==> src/rtl/hart_quantum_arbiter.sv <==
// Time-slice arbiter for the shared interconnect/MMU path of a hart cluster.
// One hart owns the path at a time. Ownership moves on quantum expiry, when
// the owner parks in WFI, or when another hart has an interrupt pending and
// the owner does not. Every handover drains the shared path first and then
// takes one GRANT cycle. During that cycle the new owner index is already
// visible on o_sel and o_switch pulses.
module hart_quantum_arbiter #(
  parameter int N_HARTS     = 2,
  parameter int QUANTUM     = 64,
  parameter bit IRQ_PREEMPT = 1'b1,
  parameter bit IDLE_SKIP   = 1'b1,
  localparam int SELW       = (N_HARTS > 1) ? $clog2(N_HARTS) : 1
) (
  input  logic               CLK,
  input  logic               RST,
  input  logic               i_hold,
  input  logic               i_safe,
  input  logic               i_retire,
  input  logic [N_HARTS-1:0] i_runnable,
  input  logic [N_HARTS-1:0] i_irq,
  input  logic               i_ic_busy,
  input  logic               i_drained,
  output logic [SELW-1:0]    o_sel,
  output logic [N_HARTS-1:0] o_sel_oh,
  output logic [N_HARTS-1:0] o_busy,
  output logic               o_switch,
  output logic [15:0]        o_quantum
);

  // The per-hart vectors are padded to a power of two so that a SELW-bit
  // index always addresses them exactly. Only indices below N_HARTS are
  // ever selected.
  localparam int          NP   = 1 << SELW;
  localparam logic [15:0] QMAX = 16'(QUANTUM);

  typedef enum logic [1:0] {ST_RUN, ST_DRAIN, ST_GRANT} state_t;

  state_t          state, state_nxt;
  logic [SELW-1:0] sel, next_sel, cand;
  logic [15:0]     count;
  logic            cand_valid, want_switch, take, grant_go;
  logic [NP-1:0]   run_p, irq_p;

  // Retirement counter that stops at QUANTUM. An expired slice stays
  // expired until the next grant.
  function automatic logic [15:0] sat_inc(input logic [15:0] c);
    return (c == QMAX) ? c : c + 16'd1;
  endfunction

  function automatic logic [N_HARTS-1:0] onehot(input logic [SELW-1:0] s);
    return N_HARTS'(1) << s;
  endfunction

  // Effective runnable/irq vectors (WFI is ignored entirely without IDLE_SKIP)
  always_comb begin
    run_p = '0;
    irq_p = '0;
    run_p[N_HARTS-1:0] = i_runnable | {N_HARTS{!IDLE_SKIP}};
    irq_p[N_HARTS-1:0] = i_irq;
  end

  // Candidate search: rotate from the hart after the owner, owner excluded
  always_comb begin
    int              j;
    logic [SELW-1:0] idx;
    j          = 0;
    idx        = '0;
    cand       = '0;
    cand_valid = 1'b0;
    if (IRQ_PREEMPT) begin
      for (int k = 1; k < N_HARTS; k++) begin
        j = int'(sel) + k;
        if (j >= N_HARTS) j = j - N_HARTS;
        idx = SELW'(j);
        if (!cand_valid && irq_p[idx] && run_p[idx]) begin
          cand       = idx;
          cand_valid = 1'b1;
        end
      end
    end
    for (int k = 1; k < N_HARTS; k++) begin
      j = int'(sel) + k;
      if (j >= N_HARTS) j = j - N_HARTS;
      idx = SELW'(j);
      if (!cand_valid && run_p[idx]) begin
        cand       = idx;
        cand_valid = 1'b1;
      end
    end
  end

  // Reasons to give up the path: slice used up, owner asleep, or an
  // interrupted candidate while the owner itself has no interrupt
  always_comb begin
    want_switch = cand_valid &&
                  ((count == QMAX) ||
                   (IDLE_SKIP && !run_p[sel]) ||
                   (IRQ_PREEMPT && !irq_p[sel] && irq_p[cand] && run_p[cand]));
  end

  // FSM state register
  always_ff @(posedge CLK or posedge RST) begin
    if (RST) state <= ST_RUN;
    else     state <= state_nxt;
  end

  // FSM next state and stall/switch outputs
  always_comb begin
    state_nxt = state;
    take      = 1'b0;
    grant_go  = 1'b0;
    o_busy    = '1;
    o_switch  = 1'b0;
    case (state)
      ST_RUN: begin
        o_busy = ~o_sel_oh | {N_HARTS{i_ic_busy}};
        if (want_switch && i_safe && !i_hold) begin
          take      = 1'b1;
          state_nxt = ST_DRAIN;
        end
      end
      ST_DRAIN: begin
        if (i_drained && !i_hold) begin
          grant_go  = 1'b1;
          state_nxt = ST_GRANT;
        end
      end
      ST_GRANT: begin
        o_switch  = 1'b1;
        state_nxt = ST_RUN;
      end
      default: state_nxt = ST_RUN;
    endcase
  end

  // Ownership. The target is frozen at drain entry, and the new owner is
  // installed as GRANT begins.
  always_ff @(posedge CLK or posedge RST) begin
    if (RST) begin
      sel      <= '0;
      next_sel <= '0;
      o_sel_oh <= N_HARTS'(1);
    end else begin
      if (take) next_sel <= cand;
      if (grant_go) begin
        sel      <= next_sel;
        o_sel_oh <= onehot(next_sel);
      end
    end
  end

  // Retirement counter. It counts only while running and restarts with each new owner.
  always_ff @(posedge CLK or posedge RST) begin
    if (RST)                            count <= '0;
    else if (grant_go)                  count <= '0;
    else if (state == ST_RUN && i_retire) count <= sat_inc(count);
  end

  assign o_sel     = sel;
  assign o_quantum = QMAX - count;

endmodule

==> config.mk <==
export PLATFORM = sky130hd
export DESIGN_NAME = hart_quantum_arbiter
export DESIGN_NICKNAME = d
export VERILOG_FILES = /design/src/rtl/hart_quantum_arbiter.sv
export SDC_FILE = /design/constraint.sdc
export NUM_CORES = 1
export LEC_CHECK = 0
export ABC_CLOCK_PERIOD_IN_PS = 4000
export CAP_MARGIN = 20
export CORE_UTILIZATION = 32
export DETAILED_ROUTE_END_ITERATION = 10
export PLACE_DENSITY = 0.64
export SYNTH_ARGS = -nofsm -noshare
export SYNTH_HDL_FRONTEND = slang
export SYNTH_SLANG_ARGS = --single-unit
==> constraint.sdc <==
create_clock -name CLK -period 4 [get_ports CLK]
set_input_delay 1 -clock CLK [delete_from_list [all_inputs] [get_ports CLK]]
set_output_delay 1 -clock CLK [all_outputs]
set_load 0.02 [all_outputs]
==> results by group <==
Synth
  – Synth area leaders: dfrtp_1, xnor2_1, or4_1, xor2_1, or3_1
  – XOR/XNOR Fraction of Synth Area: 12.1%
  – Mapped Area: 1450 um2
  – Unique cell type count in the Yosys netlist: 39
  – Syn Area/Cell: 8.60 um2
  – Area share of the leading cell type in the synthesized netlist: 34.6%
  – Mapped Cells: 168
  – Synth Area in Simple Gates: 30.2%
  – Asr flop ratio synth: 100%
  – Compound-gate portion of the synthesized area: 11.2%
  – Yosys top cell by area: dfrtp_1
  – Top-count cell post-synth: dfrtp_1
  – Post-synth EDFFs: 0
  – Yosys warns: 0
  – Largest family of logic cells by synthesized area: simple AND/OR/NAND/NOR gates
  – Mapped Nets: 181
  – Post-synthesis sequential area ratio: 36.5%
  – Synth Register Bits: 21
  – Top post-synthesis cells by count: dfrtp_1, xnor2_1, nor2_1
  – Mux cell area share after synthesis: 2.08%
  – Ys flop type: dfrtp_1
  – Synth Area in Adders: 1.73%

Place
  – Detailed Place HPWL: 2.40 mm
  – Placer's final routability congestion estimate: 0.803
  – Number of port buffers: 32
  – Worst slack, placed: 540 ps
  – Inst Count DP: 243
  – DP Area: 1790 um2

Worst setup path
  – Critical Path Source Type: flip-flop
  – R2R Setup Slk: 1640 ps
  – RR Endpoint: count[15]
  – Critical Path RT: 3000 ps
  – Crit. End Element: output port
  – R2r startpoint: state[0]
  – Delay-heaviest family, CP: simple AND/OR/NAND/NOR gates
  – Slowest cell delay on critical path: 670 ps
  – Slowest cell on crit path: or4_1
  – WS Path Type: flip-flop to output port
  – Arrival time worst endpoint: 2760 ps
  – Crit Path Max Fanout: 8
  – WP buf/inv: 1
  – Cell Chain, Critical Path: or4_1 > or3_1 > nor3_1 > xnor2_1 > clkdlybuf4s50_1
  – Reg2Reg Depth: 4

STA
  – Final setup viols: 0
  – Period utilization: 94.0%
  – Setup ws final: 239 ps
  – Worst hold slack: 446 ps
  – RSZ-0062 raised after global routing: false
  – Final hold viol count: 0
  – Slew Limit Fails: 0
  – Relative slew slack: 47.3%
  – Clk_skew: 2.69 ps
  – Setup TNS: 0 ps
  – F_max: 266 MHz
  – Slew @ Worst Pin: 790 ps
  – Post-layout min period: 3760 ps

Clock tree
  – Clock Path Buffers: 2
  – Root buf cell: clkbuf_8
  – PostCTS Resize Cnt: 0
  – H-tree Lvls: 1
  – Num CTS Buffers: 3
  – Post-CTS setup buffers: 0
  – Clock latency on the worst-skew pair: 260 ps
  – Clock sink count: 21
  – Hold buffers post-CTS: 0
  – Clock slew at reported path FFs: 70 ps
  – CTS tree: yes

Routing
  – Vias: 1278
  – Drt via density: 5.17
  – Drt first pass iters: 4
  – Initial DRC count: 72
  – Final antenna-violating net count: 0
  – Routed WL: 3.17 mm
  – Residual DRC count: 0
  – Routed len/inst: 12.8 um

Finish
  – Final Non-Filler Cells: 247
  – Final Util: 42.1%
  – Inserted Diodes: 0
  – Final Cell Area: 1830 um2
  – Share of cells above drive strength 1: 4.62%
  – Area grow syn2layout: 26.9%
  – Nets: 209
  – Fillers: 436

Min path
  – End of the worst hold path: o_sel_oh[0]
  – HP Class: flip-flop to flip-flop
  – WHS Path Cells: 1
  – Worst hold start: next_sel

Die
  – Initial core utilization: 33.2%
  – Die area: 4790 um2
  – Die H: 69.2 um
  – Core box area: 4350 um2
  – I/O pins: 33
  – FP Rows: 24
  – Die width: 69.2 um

Pwr
  – Leakage: 0.741 nW
  – Worst VDD drop: 0.257 mV
  – Design Power: 1.17 mW
  – Pwr dens: 640 nW/um2

Global route
  – First-pass GRT wire length: 5.54 mm
  – Vias in the first global route: 1210
  – Initial antenna violation count: 0
  – GR Util All Layers: 14.0%
  – Largest net degree at the start of global routing: 22
  – Gr ovfl total: 0

Status
  – Status: completed

Job
  – Total of max-cap violations: 0
## layout make-up
cell class                      count  area [um2]  share of cell area, %
Sequential cell                    21         527                   28.7
Timing Repair Buffer               33         328                   17.9
Inverter                           11        41.3                   2.25
Multi-Input combinational cell    126         828                   45.2
Clock buffer                        4        45.0                   2.46
Tap cell                           52        65.1                   3.55
## layer usage
metal | part of all wire (%) | global-route usage (%) | wire, um | vias up
li1 | - | - | - | 642
met1 | 50 | 19.6 | 1580 | 614
met2 | 47 | 22.3 | 1490 | 22
met3 | 3.1 | 3.34 | 99 | 0
met4 | 0 | 2.04 | 0 | 0
met5 | 0 | 0 | 0 | -
## state kept, by name, indices dropped and copies added, names as in the netlist
signal    count
next_sel      1
o_sel_oh      2
count        16
state         2
## cells by family (layout without fill, tap and decap cells)
logic type      after synthesis  count (layout)
fa+ha+maj                     2               2
simple gates                 76              76
buf+inv                      21              48
xor+xnor                     20              20
compound gates               25              25
mux                           3               3
flops                        21              21
## worst max path at each step
stage                        start             to  cells past startpoint
final                     count[7]  o_quantum[14]                      5
after CTS                 count[7]  o_quantum[14]                      5
after global placement    count[7]  o_quantum[14]                      5
after global routing      count[3]  o_quantum[11]                      5
after detailed placement  count[7]  o_quantum[14]                      5
after floorplan           count[7]  o_quantum[13]                      5
## where the power goes
part           leakage, nW  switching, mW  total (mW)  internal [mW]
registers            0.276         0.0808       0.341          0.260
clock network       0.0228         0.0665       0.137         0.0709
logic                0.442          0.362       0.696          0.334
## placed cells by master, fill, tap and decap left out, drive strengths merged
cell type,Yosys,layout
mux2i,3,3
o211ai,1,1
nand2,11,11
or4,8,8
clkinv,1,1
or4bb,1,1
nand3b,5,5
nand2b,3,3
clkdlybuf4s50,0,32
o2111a,1,1
o31a,1,1
a32oi,1,1
nor3b,1,1
or4b,1,1
nand4bb,1,1
nor4,2,2
o21ai,8,8
nor3,9,9
o31ai,2,2
dfrtp,20,20
o32ai,1,1
nand3,6,6
buf,6,1
inv,10,10
or3,8,8
nand4,1,1
and2,1,1
o41ai,1,1
nor2,12,12
xor2,6,6
a21oi,9,9
ha,2,2
dfstp,1,1
clkbuf,4,4
or2,1,1
nor2b,5,5
xnor2,14,14
Power figures use the tool's default switching activity.
